--- src/rtl/irq_ctrl_pkg.sv ---
// Shared constants for the interrupt controller: CSR register offsets,
// CTRL bit positions, bus widths and the output sequencer state encoding.
package irq_ctrl_pkg;

    localparam int CSR_AW = 5;
    localparam int CSR_DW = 8;

    // Register offsets relative to BASE_ADDR
    localparam logic [1:0] REG_IE   = 2'd0;
    localparam logic [1:0] REG_IP   = 2'd1;
    localparam logic [1:0] REG_EDGE = 2'd2;
    localparam logic [1:0] REG_CTRL = 2'd3;

    // CTRL register bit positions
    localparam int CTRL_GIE    = 0;
    localparam int CTRL_RETRIG = 1;

    // Output sequencer states
    typedef enum logic [1:0] {
        IDLE   = 2'd0,
        ASSERT = 2'd1,
        GAP    = 2'd2
    } state_t;

endpackage

--- src/rtl/irq_ctrl_if.sv ---
// CSR bus bundle shared by the peripherals behind the I2C slave.
// The master drives address/data/strobe; each slave returns read data
// that is zero outside its own window so slaves can be OR-combined.
interface irq_ctrl_if;
    import irq_ctrl_pkg::*;

    logic [CSR_AW-1:0] csr_a;
    logic [CSR_DW-1:0] csr_di;
    logic              csr_we;
    logic [CSR_DW-1:0] csr_do;

    modport master (
        output csr_a,
        output csr_di,
        output csr_we,
        input  csr_do
    );

    modport slave (
        input  csr_a,
        input  csr_di,
        input  csr_we,
        output csr_do
    );
endinterface

--- src/rtl/irq_ctrl_src.sv ---
// One interrupt source: input history register for edge detection and the
// pending bit. A set condition beats a simultaneous write-1-to-clear, so a
// level source stays pending for as long as its input is high.
module irq_ctrl_src (
    input  logic clk,
    input  logic rst,
    input  logic irq_in,
    input  logic edge_sel,
    input  logic w1c,
    output logic pend,
    output logic pend_next
);

    logic irq_q;
    logic set_cond;

    // Input history loads even during reset so leaving reset with the
    // input already high is not mistaken for a rising edge.
    always_ff @(posedge clk) begin
        irq_q <= irq_in;
    end

    assign set_cond  = edge_sel ? (irq_in & ~irq_q) : irq_in;
    assign pend_next = set_cond | (pend & ~w1c);

    // Pending bit register
    always_ff @(posedge clk) begin
        if (rst) begin
            pend <= 1'b0;
        end else begin
            pend <= pend_next;
        end
    end

endmodule

--- src/rtl/irq_ctrl.sv ---
// Interrupt controller: per-source pending bits with enable and edge/level
// selection, CSR decode on the shared 5-bit bus, and a sequencer that drives
// a single registered interrupt line with a guaranteed minimum low time
// between assertions.
module irq_ctrl
    import irq_ctrl_pkg::*;
#(
    parameter logic [CSR_AW-1:0] BASE_ADDR  = 5'h1c,
    parameter int                NUM_IRQS   = 8,
    parameter int                GAP_CYCLES = 4
) (
    input  logic                clk,
    input  logic                rst,
    irq_ctrl_if.slave           csr,
    input  logic [NUM_IRQS-1:0] irq_in,
    output logic                irq_out
);

    localparam int CW = $clog2(GAP_CYCLES + 1);
    localparam logic [CW-1:0] GAP_LOAD = CW'(GAP_CYCLES - 1);

    logic [NUM_IRQS-1:0] ie_reg;
    logic [NUM_IRQS-1:0] edge_reg;
    logic                gie_reg;
    logic                retrig_reg;
    logic [NUM_IRQS-1:0] ip_reg;
    logic [NUM_IRQS-1:0] ip_next;
    logic [NUM_IRQS-1:0] w1c;

    state_t              state_reg;
    state_t              state_next;
    logic [CW-1:0]       cnt_reg;
    logic [CW-1:0]       cnt_next;
    logic                irq_out_reg;

    logic [CSR_AW-1:0]   off;
    logic                hit;
    logic [1:0]          sel;
    logic                active;
    logic                newp;

    // Address window: subtracting the base lets one compare cover the
    // four-register block without worrying about where BASE_ADDR sits.
    assign off = csr.csr_a - BASE_ADDR;
    assign hit = (off[CSR_AW-1:2] == '0);
    assign sel = off[1:0];

    assign w1c = (csr.csr_we && hit && (sel == REG_IP)) ?
                 csr.csr_di[NUM_IRQS-1:0] : '0;

    // Control/enable registers written from the CSR bus
    always_ff @(posedge clk) begin
        if (rst) begin
            ie_reg     <= '0;
            edge_reg   <= '0;
            gie_reg    <= 1'b0;
            retrig_reg <= 1'b0;
        end else if (csr.csr_we && hit) begin
            case (sel)
                REG_IE:   ie_reg   <= csr.csr_di[NUM_IRQS-1:0];
                REG_EDGE: edge_reg <= csr.csr_di[NUM_IRQS-1:0];
                REG_CTRL: begin
                    gie_reg    <= csr.csr_di[CTRL_GIE];
                    retrig_reg <= csr.csr_di[CTRL_RETRIG];
                end
                default: ;
            endcase
        end
    end

    generate
        for (genvar gi = 0; gi < NUM_IRQS; gi++) begin : g_src
            irq_ctrl_src u_src (
                .clk       (clk),
                .rst       (rst),
                .irq_in    (irq_in[gi]),
                .edge_sel  (edge_reg[gi]),
                .w1c       (w1c[gi]),
                .pend      (ip_reg[gi]),
                .pend_next (ip_next[gi])
            );
        end
    endgenerate

    assign active = gie_reg & (|(ip_reg & ie_reg));
    // An enabled bit going 0->1 this cycle; used to force a fresh edge
    // on the SoC side when RETRIG is set.
    assign newp   = |(ip_next & ~ip_reg & ie_reg);

    // Combinational read mux; unused upper bits and out-of-window reads are 0
    always_comb begin
        csr.csr_do = '0;
        if (hit) begin
            case (sel)
                REG_IE:   csr.csr_do[NUM_IRQS-1:0] = ie_reg;
                REG_IP:   csr.csr_do[NUM_IRQS-1:0] = ip_reg;
                REG_EDGE: csr.csr_do[NUM_IRQS-1:0] = edge_reg;
                REG_CTRL: begin
                    csr.csr_do[CTRL_GIE]    = gie_reg;
                    csr.csr_do[CTRL_RETRIG] = retrig_reg;
                end
                default: ;
            endcase
        end
    end

    // Sequencer state, gap counter and output register
    always_ff @(posedge clk) begin
        if (rst) begin
            state_reg   <= IDLE;
            cnt_reg     <= '0;
            irq_out_reg <= 1'b0;
        end else begin
            state_reg   <= state_next;
            cnt_reg     <= cnt_next;
            irq_out_reg <= (state_next == ASSERT);
        end
    end

    // Next-state logic: the counter is loaded on entry to GAP so the line
    // stays low for exactly GAP_CYCLES cycles before it may reassert.
    always_comb begin
        state_next = state_reg;
        cnt_next   = cnt_reg;
        case (state_reg)
            IDLE: begin
                if (active) begin
                    state_next = ASSERT;
                end
            end
            ASSERT: begin
                if (!active || (retrig_reg && newp)) begin
                    state_next = GAP;
                    cnt_next   = GAP_LOAD;
                end
            end
            GAP: begin
                if (cnt_reg == '0) begin
                    state_next = active ? ASSERT : IDLE;
                end else begin
                    cnt_next = cnt_reg - CW'(1);
                end
            end
            default: begin
                state_next = IDLE;
            end
        endcase
    end

    assign irq_out = irq_out_reg;

endmodule

--- src/flat_wrapper.sv ---
// flat-port wrapper written by rule: the top's interface ports become plain ports
module irq_ctrl_flat import irq_ctrl_pkg::*;
#(
    parameter logic [CSR_AW-1:0] BASE_ADDR  = 5'h1c,
    parameter int                NUM_IRQS   = 8,
    parameter int                GAP_CYCLES = 4
)
  (clk, rst, irq_in, irq_out, csr_csr_a, csr_csr_di, csr_csr_we, csr_csr_do);
  irq_ctrl_if csr_i ();
  input  logic clk;
  input  logic rst;
  input  logic [NUM_IRQS-1:0] irq_in;
  output logic irq_out;
  input wire logic [$bits(csr_i.csr_a)-1:0] csr_csr_a;
  input wire logic [$bits(csr_i.csr_di)-1:0] csr_csr_di;
  input wire logic [$bits(csr_i.csr_we)-1:0] csr_csr_we;
  output wire logic [$bits(csr_i.csr_do)-1:0] csr_csr_do;
  assign csr_i.csr_a = csr_csr_a;
  assign csr_i.csr_di = csr_csr_di;
  assign csr_i.csr_we = csr_csr_we;
  assign csr_csr_do = csr_i.csr_do;
  irq_ctrl #(.BASE_ADDR(BASE_ADDR), .NUM_IRQS(NUM_IRQS), .GAP_CYCLES(GAP_CYCLES)) u_core (.clk(clk), .rst(rst), .csr(csr_i), .irq_in(irq_in), .irq_out(irq_out));
endmodule
--- config.mk ---
export PLATFORM = sky130hd
export DESIGN_NAME = irq_ctrl_flat
export DESIGN_NICKNAME = d
export VERILOG_FILES = /design/src/rtl/irq_ctrl_pkg.sv /design/src/rtl/irq_ctrl_if.sv /design/src/rtl/irq_ctrl_src.sv /design/src/rtl/irq_ctrl.sv /design/src/flat_wrapper.sv
export SDC_FILE = /design/constraint.sdc
export NUM_CORES = 1
export LEC_CHECK = 0
export ABC_CLOCK_PERIOD_IN_PS = 2600
export CAP_MARGIN = 0
export CORE_MARGIN = 2
export CORE_UTILIZATION = 50
export DETAILED_ROUTE_END_ITERATION = 8
export PLACE_DENSITY = 0.72
export SETUP_SLACK_MARGIN = 0.4
export SLEW_MARGIN = 20
export SYNTH_ARGS = -nofsm -noshare
export SYNTH_HDL_FRONTEND = slang
export SYNTH_SLANG_ARGS = --single-unit
--- constraint.sdc ---
create_clock -name clk -period 2.6 [get_ports clk]
set_clock_uncertainty 0.15 [all_clocks]
set_input_delay 0.39 -clock clk [delete_from_list [all_inputs] [get_ports clk]]
set_output_delay 0.39 -clock clk [all_outputs]
set_load 0.05 [all_outputs]
### Word-level counts from Yosys, hierarchy flattened

Index checks and enable logic that the tools add are counted.

| word-level totals | value |
|---|---|
| bits of input ports | 24 |
| register bits after elaboration | 40 |
| logic and storage cells | 114 |

| cells by class | value |
|---|---|
| muxes and demuxes | 20 |
| add/subtract/negate cells | 2 |
| bitwise operators | 45 |
| reduce and logical (&&, ||, !) cells | 16 |
| equality and inequality tests | 8 |

Operator list:

| cell | count |
|---|---|
| 8-bit AND | 3 |
| 6-bit one-hot mux with 3 select lines | 1 |
| 1-bit AND | 17 |
| 8-bit 2-to-1 mux | 2 |
| 1-bit inverter | 16 |
| 8-bit OR reduction | 2 |
| 1-bit 2-to-1 mux | 9 |
| 8-bit inverter | 1 |
| 1-bit OR | 8 |
| 2-bit one-hot mux with 4 select lines | 1 |
| 2-bit by 1-bit == test with 1-bit output, second input constant | 3 |
| 2-bit == test, second input constant | 3 |
| 3-bit logical NOT | 2 |
| 2-bit 2-to-1 mux | 3 |
| 3-bit 2-to-1 mux | 2 |
| 2-bit one-hot mux with 3 select lines | 1 |
| 3-bit one-hot mux with 2 select lines | 1 |
| 2-bit AND reduction | 3 |
| 5-bit subtractor, second input constant | 1 |
| 2-bit logical NOT | 2 |
| 1-bit logical AND | 3 |
| 3-bit AND reduction | 1 |
| 3-bit by 1-bit subtractor with 3-bit output, second input constant | 1 |
| 2-bit by 1-bit != test with 1-bit output, second input constant | 1 |
| 4 further kinds | 4 |

### Depth between registers and ports, before layout

Gate-level depths: netlist (run 1).

| logic depth | value |
|---|---|
| word-level depth | 16 |
| gate-level depth with buffers | 7 |

### Hierarchy

A second synthesis (run 1) with hierarchy kept.

| second synthesis, totals | value |
|---|---|
| cell total of the unflattened synthesis | 233 |
| area total of the unflattened synthesis | 1963.1 um^2 |

By module, submodules not included:

| module | instances | area an instance (um^2) | cells each |
|---|---|---|---|
| irq_ctrl | 1 | 1342.5 | 169 |
| irq_ctrl_src | 8 | 77.6 | 8 |

### Least setup slack after synthesis (run 1)

Ideal clock, no wire load.

| path | value |
|---|---|
| path type | input to register |
| from | input irq_in[6] |
| to | register u_core.cnt_reg[1] |
| stages on the path | 5 |
| buffers on the path | 0 |
| data arrival time | 1.724 ns |
| library setup time | 0.123 ns |
| path slack | 0.602 ns |
| path through | a21boi_1 a32o_1 o41a_1 o211ai_1 mux2_1 |

| between the ends | value |
|---|---|
| longest elaborated chain between the ends | 10 |

RTL lines:

| item | line | source |
|---|---|---|
| start: declaration | flat_wrapper.sv:12 | `input logic [NUM_IRQS-1:0] irq_in;` |
| 1-bit AND | irq_ctrl_src.sv:23 | `assign set_cond = edge_sel ? (irq_in & ~irq_q) : irq_in;` |
| 1-bit 2-to-1 mux * | irq_ctrl_src.sv:23 |  |
| 1-bit OR * | irq_ctrl_src.sv:24 | `assign pend_next = set_cond \| (pend & ~w1c);` |
| 8-bit AND * (2 in a row) | irq_ctrl.sv:88 | `assign newp = \|(ip_next & ~ip_reg & ie_reg);` |
| 8-bit OR reduction * | irq_ctrl.sv:88 |  |
| 1-bit logical AND * | irq_ctrl.sv:132 | `if (!active \|\| (retrig_reg && newp)) begin` |
| 1-bit logical OR * | irq_ctrl.sv:132 |  |
| 2-bit by 1-bit != test with 1-bit output (no line) * | -- |  |
| 3-bit AND reduction (no line) * | -- |  |
| end signal: assignment | irq_ctrl.sv:115 | `cnt_reg <= cnt_next;` |
| end: declaration | irq_ctrl.sv:32 | `logic [CW-1:0] cnt_reg;` |

Every way passes the cells marked *; elsewhere a longest branch is shown, timed or not.
A chain may end at the register's enable or synchronous reset.

### Worst setup path in the final report (run 1)

| path | value |
|---|---|
| from | input irq_in[0] |
| to | register u_core.cnt_reg[0] |

Same word-level chain as after synthesis.

==> impl_results.md, run 1 <==
* EDFF count, synth at 0
* Highest clock rate at between 400 and 500 MHz
* Hold path start: irq_in[5]
* Post-DRT Antenna Nets at 0
* Critical-path cell list: clkdlybuf4s50_1, a21bo_2, o32ai_2, o41a_1, o211ai_1, buf_4, a221oi_1
* DIE AREA at 0.00439 sq mm
* Synth area leader: dfxtp_1
* Pwr Density at around 450 mW/mm^2
* Post-synthesis sequential area ratio at 0.413
* Max-slew headroom at 0.675
* Synth area leaders: dfxtp_1 41%, nand2_1 11%, a21oi_1 6.7%, ha_1 4.5%, mux2i_1 4.1%
* Synth top area share at 0.413
* Final wirelength at 4770 um
* Synth warn at 0
* Worst VDD drop at ~0.35 mV
* # hold bufs at CTS at 0
* Nets at between 300 and 400
* Placed Area at 0.00242 sq mm
* Hold Path Class: input port to register
* Clock Path Buffers at 2
* Min Hold Slack at 75.8 ps
* Slew @ Worst Pin at a little under 500 ps
* Grt ovf at 0
* Unrepaired setup endpoints after global routing: yes
* Die Ht at between 60 and 70 um
* H-tree levels at 2
* Endpoints failing hold at 0
* Worst path required time at 2640 ps
* Pwr Total at roughly 1.2 mW
* Status: completed
* Placed cells at 314
* Period utilisation layout at 0.826
* Worst Slack Setup Final at 453 ps
* Hold endpoint: u_core.g_src[5].u_src.irq_q$_DFF_P_
* Critical Path AT at around 2200 ps
* Leakage at a little over 1 nW
* Most common cell after layout, fill and taps aside: nand2_1
* First-pass GRT wire length at 7530 um
* Ys flop type: dfxtp_1
* Syn Area/Cell at 8.36 sq um
* Share of layout cells above drive strength 1 at 0.159
* Vias in the first global route at 1600
* Crit path capture type: register
* Multi-input logic area at 0.00111 sq mm
* Num CTS Buffers at 5
* DR vias at 1799
* Syn Std Cell Area at 0.00194 sq mm
* TNS Setup at 0 ps
* Drt via density at 5.54
* Highest-count cells in the layout ignoring fill and taps: 55 x nand2_1, 40 x dfxtp_1, 26 x a21oi_1
* Antenna diodes at 0
* Slowest-stage cell, CP: clkdlybuf4s50_1
* Final Instance Count excl. Fillers at 325
* Final setup vio count at 0
* Core Region at about 0.0037 sq mm
* Port Buffers at 32
* CTS tree: built
* Initial antenna violation count at 0
* Delay-heaviest family, CP: compound AO/OA/AOI/OAI gates
* Row Count at 22
* Post-synth cell types at 40
* Layout area overhead at 33.4%
* Worst setup startpoint: irq_in[0]
* Critical path class: input port to register
* DR WL/cell at 14.7 um
* CTS root buffer: clkbuf_8
* Fill count at 324
* Hold depth at 1
* Clock insertion delay at the later pin of the skew report at ~290 ps
* Max Cap Viol at 0
* Buf+Inv Stages, Crit Path at 2
* Largest stage delay, worst path at around 470 ps
* Register area at about 800 sq um
* Post-synthesis async set-or-reset flop share at 0
* Crit start category: input port
* Final Wtd Congestion at 0.823
* Final instance area at roughly 0.0026 sq mm
* Post-Route Utilization at 0.701
* Total Routing Usage GR at 0.229
* R2R Path Start: u_core.edge_reg[6]$_SDFFE_PP0P_
* Crit path max fanout at 4
* Dpl hpwl at 3400 um
* Yosys reg bits at 40
* Initial drt markers at 105
* TritonCTS Sinks at 40
* DRC at 0
* Reg2reg path depth at 5
* Top-level port count at 33
* Syn_nets at 263
* R2R Path End: u_core.cnt_reg[1]$_SDFFE_PP0P_
* Largest net degree at the start of global routing at 13
* Cells after Synth at 232
* DP Worst Slack at 49.1 ps
* Starting density of the core at 0.526
* Slew Limit Fails at 0
* Drt pass-1 iters at 4
* Clock transition at path regs at 70 ps
* Chip Width at between 60 and 70 um
* Fin crit period at 2150 ps
* R2R setup slack at 590 ps
[cell usage after synthesis, types with 4 or more instances]
cell type and number:
inv_1 12, ha_1 7, a22oi_1 4, o32ai_1 4, nor2_1 7, mux2i_1 8
nand2b_1 4, o21ai_0 10, dfxtp_1 40, a21oi_1 26, nand2_1 55, clkbuf_1 7
a21bo_2 6, and2_1 10
[worst max path at each step]
stage,cells past startpoint,end,slack [ps]
floorplan,5,u_core.cnt_reg[1]$_SDFFE_PP0P_,600
global placement,6,u_core.cnt_reg[1]$_SDFFE_PP0P_,70
detailed placement,6,u_core.cnt_reg[1]$_SDFFE_PP0P_,50
CTS,6,csr_csr_do[1],410
global route,6,u_core.cnt_reg[1]$_SDFFE_PP0P_,380
finish,7,u_core.cnt_reg[0]$_SDFFE_PP0P_,450
[where the power goes]
group / leakage (nW) / internal (mW) / total, mW / switching (mW)
clock network: 0.0410 / 0.183 / 0.391 / 0.209
registers: 0.328 / 0.630 / 0.645 / 0.0149
logic: 0.641 / 0.0667 / 0.121 / 0.0539
total: 1.01 / 0.879 / 1.16 / 0.278
[cell type report]
| type | count | area share |
|---|---|---|
| Tap cell | 48 | 0.0232 |
| Timing Repair Buffer | 46 | 0.192 |
| Multi-Input combinational cell | 172 | 0.428 |
| Sequential cell | 40 | 0.310 |
| Clock buffer | 6 | 0.0281 |
| Clock inverter | 1 | 0.00194 |
| Inverter | 12 | 0.0174 |
[repair_timing]
item,4_1_cts,5_1_grt
hold endpoints to repair,0,0
endpoints found under the setup margin,9,9
pin swaps,2,2
gates resized for setup,5,13
setup buffers,0,4
[cells by family after synthesis]
family	synth area share
and+or+nand+nor	0.210
AOI/OAI and AO/OA	0.223
DFF	0.413
buffers and inverters	0.0394
muxes	0.0703
adders and majority gates	0.0452
[layer usage]
metal  up-vias  track usage  share of wire
li1        899            -              -
met1       833        0.316           0.45
met2        63        0.355           0.48
met3         4       0.0596          0.066
met4         0       0.0587         0.0044
met5         -            0              0
No activity file was read; power rests on OpenSTA's default activity.
==> run 2: changes to the inputs <==
Settings changed: ABC_CLOCK_PERIOD_IN_PS 2600 to 2200.
Clock period 2.6 ns to 2.2 ns, I/O delays scaled along.
==> impl_results.md, run 2 (same netlist as run 1, synthesis figures left out) <==
* Clock Path Buffers at 2 (unchanged)
* Share of layout cells above drive strength 1 at 0.371 (+0.212)
* Max Cap Viol at 0 (unchanged)
* Met3 Usage GRT at 0.0562 (-0.00341)
* Grt ovf at 0 (unchanged)
* P_int at 1.24 mW (+41%)
* H-tree levels at 2 (unchanged)
* Highest-count cells in the layout ignoring fill and taps: 54 x nand2_1, 26 x a21oi_1, 24 x dfxtp_2
* Period utilisation layout at 0.895
* Vias in the first global route at 1852 (+16%)
* Hold Path Class: input port to register
* Initial antenna violation count at 0 (unchanged)
* CTS root buffer: clkbuf_8
* First-pass GRT wire length at 8810 um (+17%)
* Layout area overhead at 50.3%
* Antenna diodes at 0 (unchanged)
* Largest stage delay, worst path at 340 ps (-130 ps)
* Row Count at 22 (unchanged)
* Clock insertion delay at the later pin of the skew report at 300 ps (about the same)
* Dpl hpwl at 3490 um (+2.8%)
* Most common cell after layout, fill and taps aside: nand2_1
* Gr busiest metal: met2
* Final Instance Count excl. Fillers at 342 (+5.2%)
* Final wirelength at 5680 um (+19%)
* Critical path class: register to register
* CTS tree: built
* Nets at 324 (+5.2%)
* Pwr Density at 553 mW/mm^2 (+24%)
* Crit path max fanout at 3 (-1)
* Endpoints failing hold at 0 (unchanged)
* Total Routing Usage GR at 0.268 (+0.0386)
* Max-slew headroom at 0.679 (+0.00399)
* Die Ht at 66.3 um (unchanged)
* Num CTS Buffers at 5 (unchanged)
* TritonCTS Sinks at 40 (unchanged)
* Post-Route Utilization at 0.790 (+0.0889)
* DR WL/cell at 16.6 um (+13%)
* Most common cell on crit path: buf_4
* Final Wtd Congestion at 0.833 (+1.2%)
* Clock network fraction of total power at 0.420 (+0.082)
* Worst VDD drop at 0.422 mV (+22%)
* Switching share of total power at 0.231 (-0.00896)
* Critical-path cell list: a21bo_2, o32ai_2, o41a_1, o211ai_1, buf_4, buf_4, a221oi_2
* Highest clock rate at 508 MHz
* Met1 Use GR at 0.337 (+0.0205)
* Worst Slack Setup Final at 230 ps (-223 ps)
* Fill count at 240 (-26%)
* Top-level port count at 33 (unchanged)
* Drt via density at 5.75 (+4.0%)
* Met2 Use GR at 0.460 (+0.105)
* Drt pass-1 iters at 4 (unchanged)
* DP Worst Slack at -195 ps (-244 ps)
* TNS Setup at 0 ps (unchanged)
* Initial drt markers at 146 (+39%)
* Crit start category: register
* Post-DRT Antenna Nets at 0 (unchanged)
* Final instance area at 0.00291 sq mm (+13%)
* Core Region at 0.00369 sq mm (unchanged)
* Sw Pwr at 372 uW (+34%)
* Slowest-stage cell, CP: dfxtp_2
* Slew @ Worst Pin at 484 ps (-2.55 ps)
* Clock transition at path regs at 80 ps (about the same)
* Crit path capture type: register
* Starting density of the core at 0.526 (unchanged)
* DIE AREA at 0.00439 sq mm (unchanged)
* Slew Limit Fails at 0 (unchanged)
* Critical Path AT at 2030 ps (-160 ps)
* Placed Area at 0.00249 sq mm (+2.8%)
* DR vias at 1968 (+9.4%)
* Placed cells at 323 (+2.9%)
* Final setup vio count at 0 (unchanged)
* DRC at 0 (unchanged)
* Largest net degree at the start of global routing at 15 (+2)
* Status: completed
* Fin crit period at 1970 ps
* Unrepaired setup endpoints after global routing: yes
* Port Buffers at 32 (unchanged)
* Worst path required time at 2260 ps (-380 ps)
* Leakage at 1.16 nW (+15%)
* Part of the power in registers at 0.475 (-0.082)
* Chip Width at 66.3 um (unchanged)
* Power share of the combinational group at 0.106 (+0.002)
-- run 2: path summary, 6_finish.rpt --
check,startpoint,endpoint,slack (ps),cells after the start
setup / recovery,u_core.edge_reg[0]$_SDFFE_PP0P_,u_core.cnt_reg[0]$_SDFFE_PP0P_,230,7
setup reg to reg,u_core.edge_reg[0]$_SDFFE_PP0P_,u_core.cnt_reg[0]$_SDFFE_PP0P_,230,7
hold reg to reg,u_core.edge_reg[6]$_SDFFE_PP0P_,u_core.edge_reg[6]$_SDFFE_PP0P_,330,2
hold / removal,irq_in[2],u_core.g_src[2].u_src.irq_q$_DFF_P_,10,1
-- run 2: routing by layer --
layer  vias to the layer above  share of wire
met2                        77           0.51
met4                         0          0.010
met3                         7          0.060
met5                         -              0
li1                        925              -
met1                       959           0.42
-- run 2: timing repair --
item,4_1_cts,5_1_grt
hold buffers,0,0
cloned,1,0
endpoints found under the hold margin,0,0
resized for setup,64,40
setup buffers,5,5
pin swaps,12,12
endpoints found under the setup margin,25,14
-- run 2: power by group through the flow --
stage,Combinational [mW],Clock [mW],Sequential [mW]
2_1_floorplan,0.0611,0,0.772
3_3_place_gp,0.143,0,0.777
3_5_place_dp,0.144,0,0.777
4_1_cts,0.151,0.674,0.761
5_1_grt,0.181,0.708,0.768
6_report,0.171,0.677,0.765
-- run 2: final cells by class --
class	instances	area (sq um)	share of cell area
multi-input cells	172	1220	0.418
flip-flops and latches	40	838	0.288
repair buffers	62	627	0.215
clock buffers	7	96.3	0.0331
well taps	48	60.1	0.0206
inverters	12	45.0	0.0155
clock inverters	1	30.0	0.0103
-- run 2: critical path, delay by kind of cell (launching register included) --
| family | cells | cell delay [ps] |
|---|---|---|
| AOI/OAI and AO/OA | 5 | 1100 |
| DFF | 1 | 340 |
| buffers and inverters | 2 | 290 |
-- run 2: through the flow --
stage               hold slack [ps]  total power [mW]
floorplan                       208             0.833
global placement                312             0.920
detailed placement              320             0.921
CTS                            78.0              1.59
global route                   26.9              1.66
finish                         11.8              1.61
==> run 3: changes to the inputs <==
Settings changed: MAX_ROUTING_LAYER from default to met4.
==> impl_results.md, run 3 (same netlist as run 1, synthesis figures left out) <==
* Status: completed
* Final Wtd Congestion at 0.846 (+1.5%)
* Drt via density at 5.82 (+1.2%)
* Largest net degree at the start of global routing at 15 (unchanged)
* Leakage at 1.16 nW (unchanged)
* Most common cell after layout, fill and taps aside: nand2_1
* Largest stage delay, worst path at 340 ps (about the same)
* Layout area overhead at 50.3% (unchanged)
* Total Routing Usage GR at 0.275 (+0.00709)
* Crit path capture type: register
* Max-slew headroom at 0.679 (about the same)
* Port Buffers at 32 (unchanged)
* DIE AREA at 0.00439 sq mm (unchanged)
* TNS Setup at 0 ps (unchanged)
* DR vias at 1992 (+1.2%)
* Pwr Density at 553 mW/mm^2 (about the same)
* Die Ht at 66.3 um (unchanged)
* Top-level port count at 33 (unchanged)
* Unrepaired setup endpoints after global routing: yes
* Endpoints failing hold at 0 (unchanged)
* Initial antenna violation count at 0 (unchanged)
* Critical path class: register to register
* Clock Path Buffers at 2 (unchanged)
* Post-DRT Antenna Nets at 0 (unchanged)
* CTS tree: built
* Slew Limit Fails at 0 (unchanged)
* Part of the power in registers at 0.475 (about the same)
* Worst path required time at 2260 ps (about the same)
* Clock transition at path regs at 80 ps (about the same)
* Antenna diodes at 0 (unchanged)
* Slew @ Worst Pin at 483 ps (-0.0831 ps)
* TritonCTS Sinks at 40 (unchanged)
* Chip Width at 66.3 um (unchanged)
* Crit start category: register
* Worst Slack Setup Final at 227 ps (-3.13 ps)
* Nets at 324 (unchanged)
* DR WL/cell at 16.6 um (-0.19%)
* # hold bufs at CTS at 0 (unchanged)
* Pwr Total at 1.61 mW (about the same)
* Hold Path Class: input port to register
* Row Count at 22 (unchanged)
* Initial drt markers at 145 (-0.68%)
* DP Worst Slack at -195 ps (unchanged)
* Num CTS Buffers at 5 (unchanged)
* Critical Path AT at 2030 ps (about the same)
* Drt pass-1 iters at 5 (+1)
* DRC at 0 (unchanged)
* Final wirelength at 5670 um (-0.19%)
* Clock network fraction of total power at 0.419 (about the same)
* Dpl hpwl at 3490 um (unchanged)
* Slowest-stage cell, CP: dfxtp_2
* Crit path max fanout at 3 (unchanged)
* Most common cell on crit path: buf_4
* Core Region at 0.00369 sq mm (unchanged)
* Clock insertion delay at the later pin of the skew report at 300 ps (about the same)
* First-pass GRT wire length at 8800 um (about the same)
* Sw Pwr at 371 uW (-0.42%)
* Switching share of total power at 0.230 (-0.000732)
* CTS root buffer: clkbuf_8
* Min Hold Slack at 11.6 ps (-0.204 ps)
* Worst VDD drop at 0.422 mV (about the same)
* Starting density of the core at 0.526 (unchanged)
* Final setup vio count at 0 (unchanged)
* Share of layout cells above drive strength 1 at 0.371 (unchanged)
* Max Cap Viol at 0 (unchanged)
* Critical-path cell list: a21bo_2, o32ai_2, o41a_1, o211ai_1, buf_4, buf_4, a221oi_2
* Fin crit period at 1970 ps (+3.13 ps)
* Period utilisation layout at 0.897 (+0.00142)
* P_int at 1.24 mW (about the same)
* Highest clock rate at 507 MHz (-0.16%)
* H-tree levels at 2 (unchanged)
* Grt ovf at 0 (unchanged)
* Vias in the first global route at 1851 (-0.054%)
* Highest-count cells in the layout ignoring fill and taps: 54 x nand2_1, 26 x a21oi_1, 24 x dfxtp_2
* Power share of the combinational group at 0.106 (about the same)
==> run 3: cell counts in the layout (fill, tap and decap cells not counted) <==
No cell type changed its count.
==> run 3: worst max-delay path, delay by kind of cell, from the launching register on <==
kind / cells / cell delay [ps]
AOI/OAI and AO/OA: 5 / 1100
DFF: 1 / 340
buffers and inverters: 2 / 290
==> run 3: area by class of cell <==
cell class	count	area [sq um]
clock buffer	7	96.3
inverter	12	45.0
fill	240	774
clock inverter	1	30.0
tap	48	60.1
multi-input combinational	172	1220
sequential	40	838
timing repair buffer	62	627
==> run 3: per-layer routing <==
layer	up-vias	wire length, um	track usage
met5	-	0	-
met3	11	384	0.0562
li1	927	-	-
met2	91	2820	0.461
met4	0	85	0.0765
met1	963	2380	0.335
==> run 3: what timing repair did <==
item,CTS,global route
hold endpoints to repair,0,0
endpoints found under the setup margin,25,14
gates resized for setup,64,40
pin swaps,12,12
gates cloned,1,0
setup buffers,5,5
==> run 3: per-stage QoR <==
stage / instance area, sq um / util / cells
floorplan: 1940 / - / 232
global placement: 2490 / 0.674 / 323
detailed placement: 2490 / 0.674 / 323
CTS: 2770 / 0.750 / 337
global route: 2910 / 0.790 / 342
finish: 2910 / 0.790 / 342
==> run 3: power by group through the flow <==
stage	Sequential [mW]	Clock (mW)	Combinational, mW
2_1_floorplan	0.772	0	0.0611
3_3_place_gp	0.777	0	0.143
3_5_place_dp	0.777	0	0.144
4_1_cts	0.761	0.674	0.151
5_1_grt	0.768	0.708	0.181
6_report	0.765	0.675	0.171
==> run 3: worst paths after layout <==
kind | from | end | slack [ps] | cells past startpoint
min reg2reg | u_core.edge_reg[7]$_SDFFE_PP0P_ | u_core.edge_reg[7]$_SDFFE_PP0P_ | 330 | 2
max reg2reg | u_core.edge_reg[0]$_SDFFE_PP0P_ | u_core.cnt_reg[0]$_SDFFE_PP0P_ | 230 | 7
max | u_core.edge_reg[0]$_SDFFE_PP0P_ | u_core.cnt_reg[0]$_SDFFE_PP0P_ | 230 | 7
min | irq_in[2] | u_core.g_src[2].u_src.irq_q$_DFF_P_ | 10 | 1
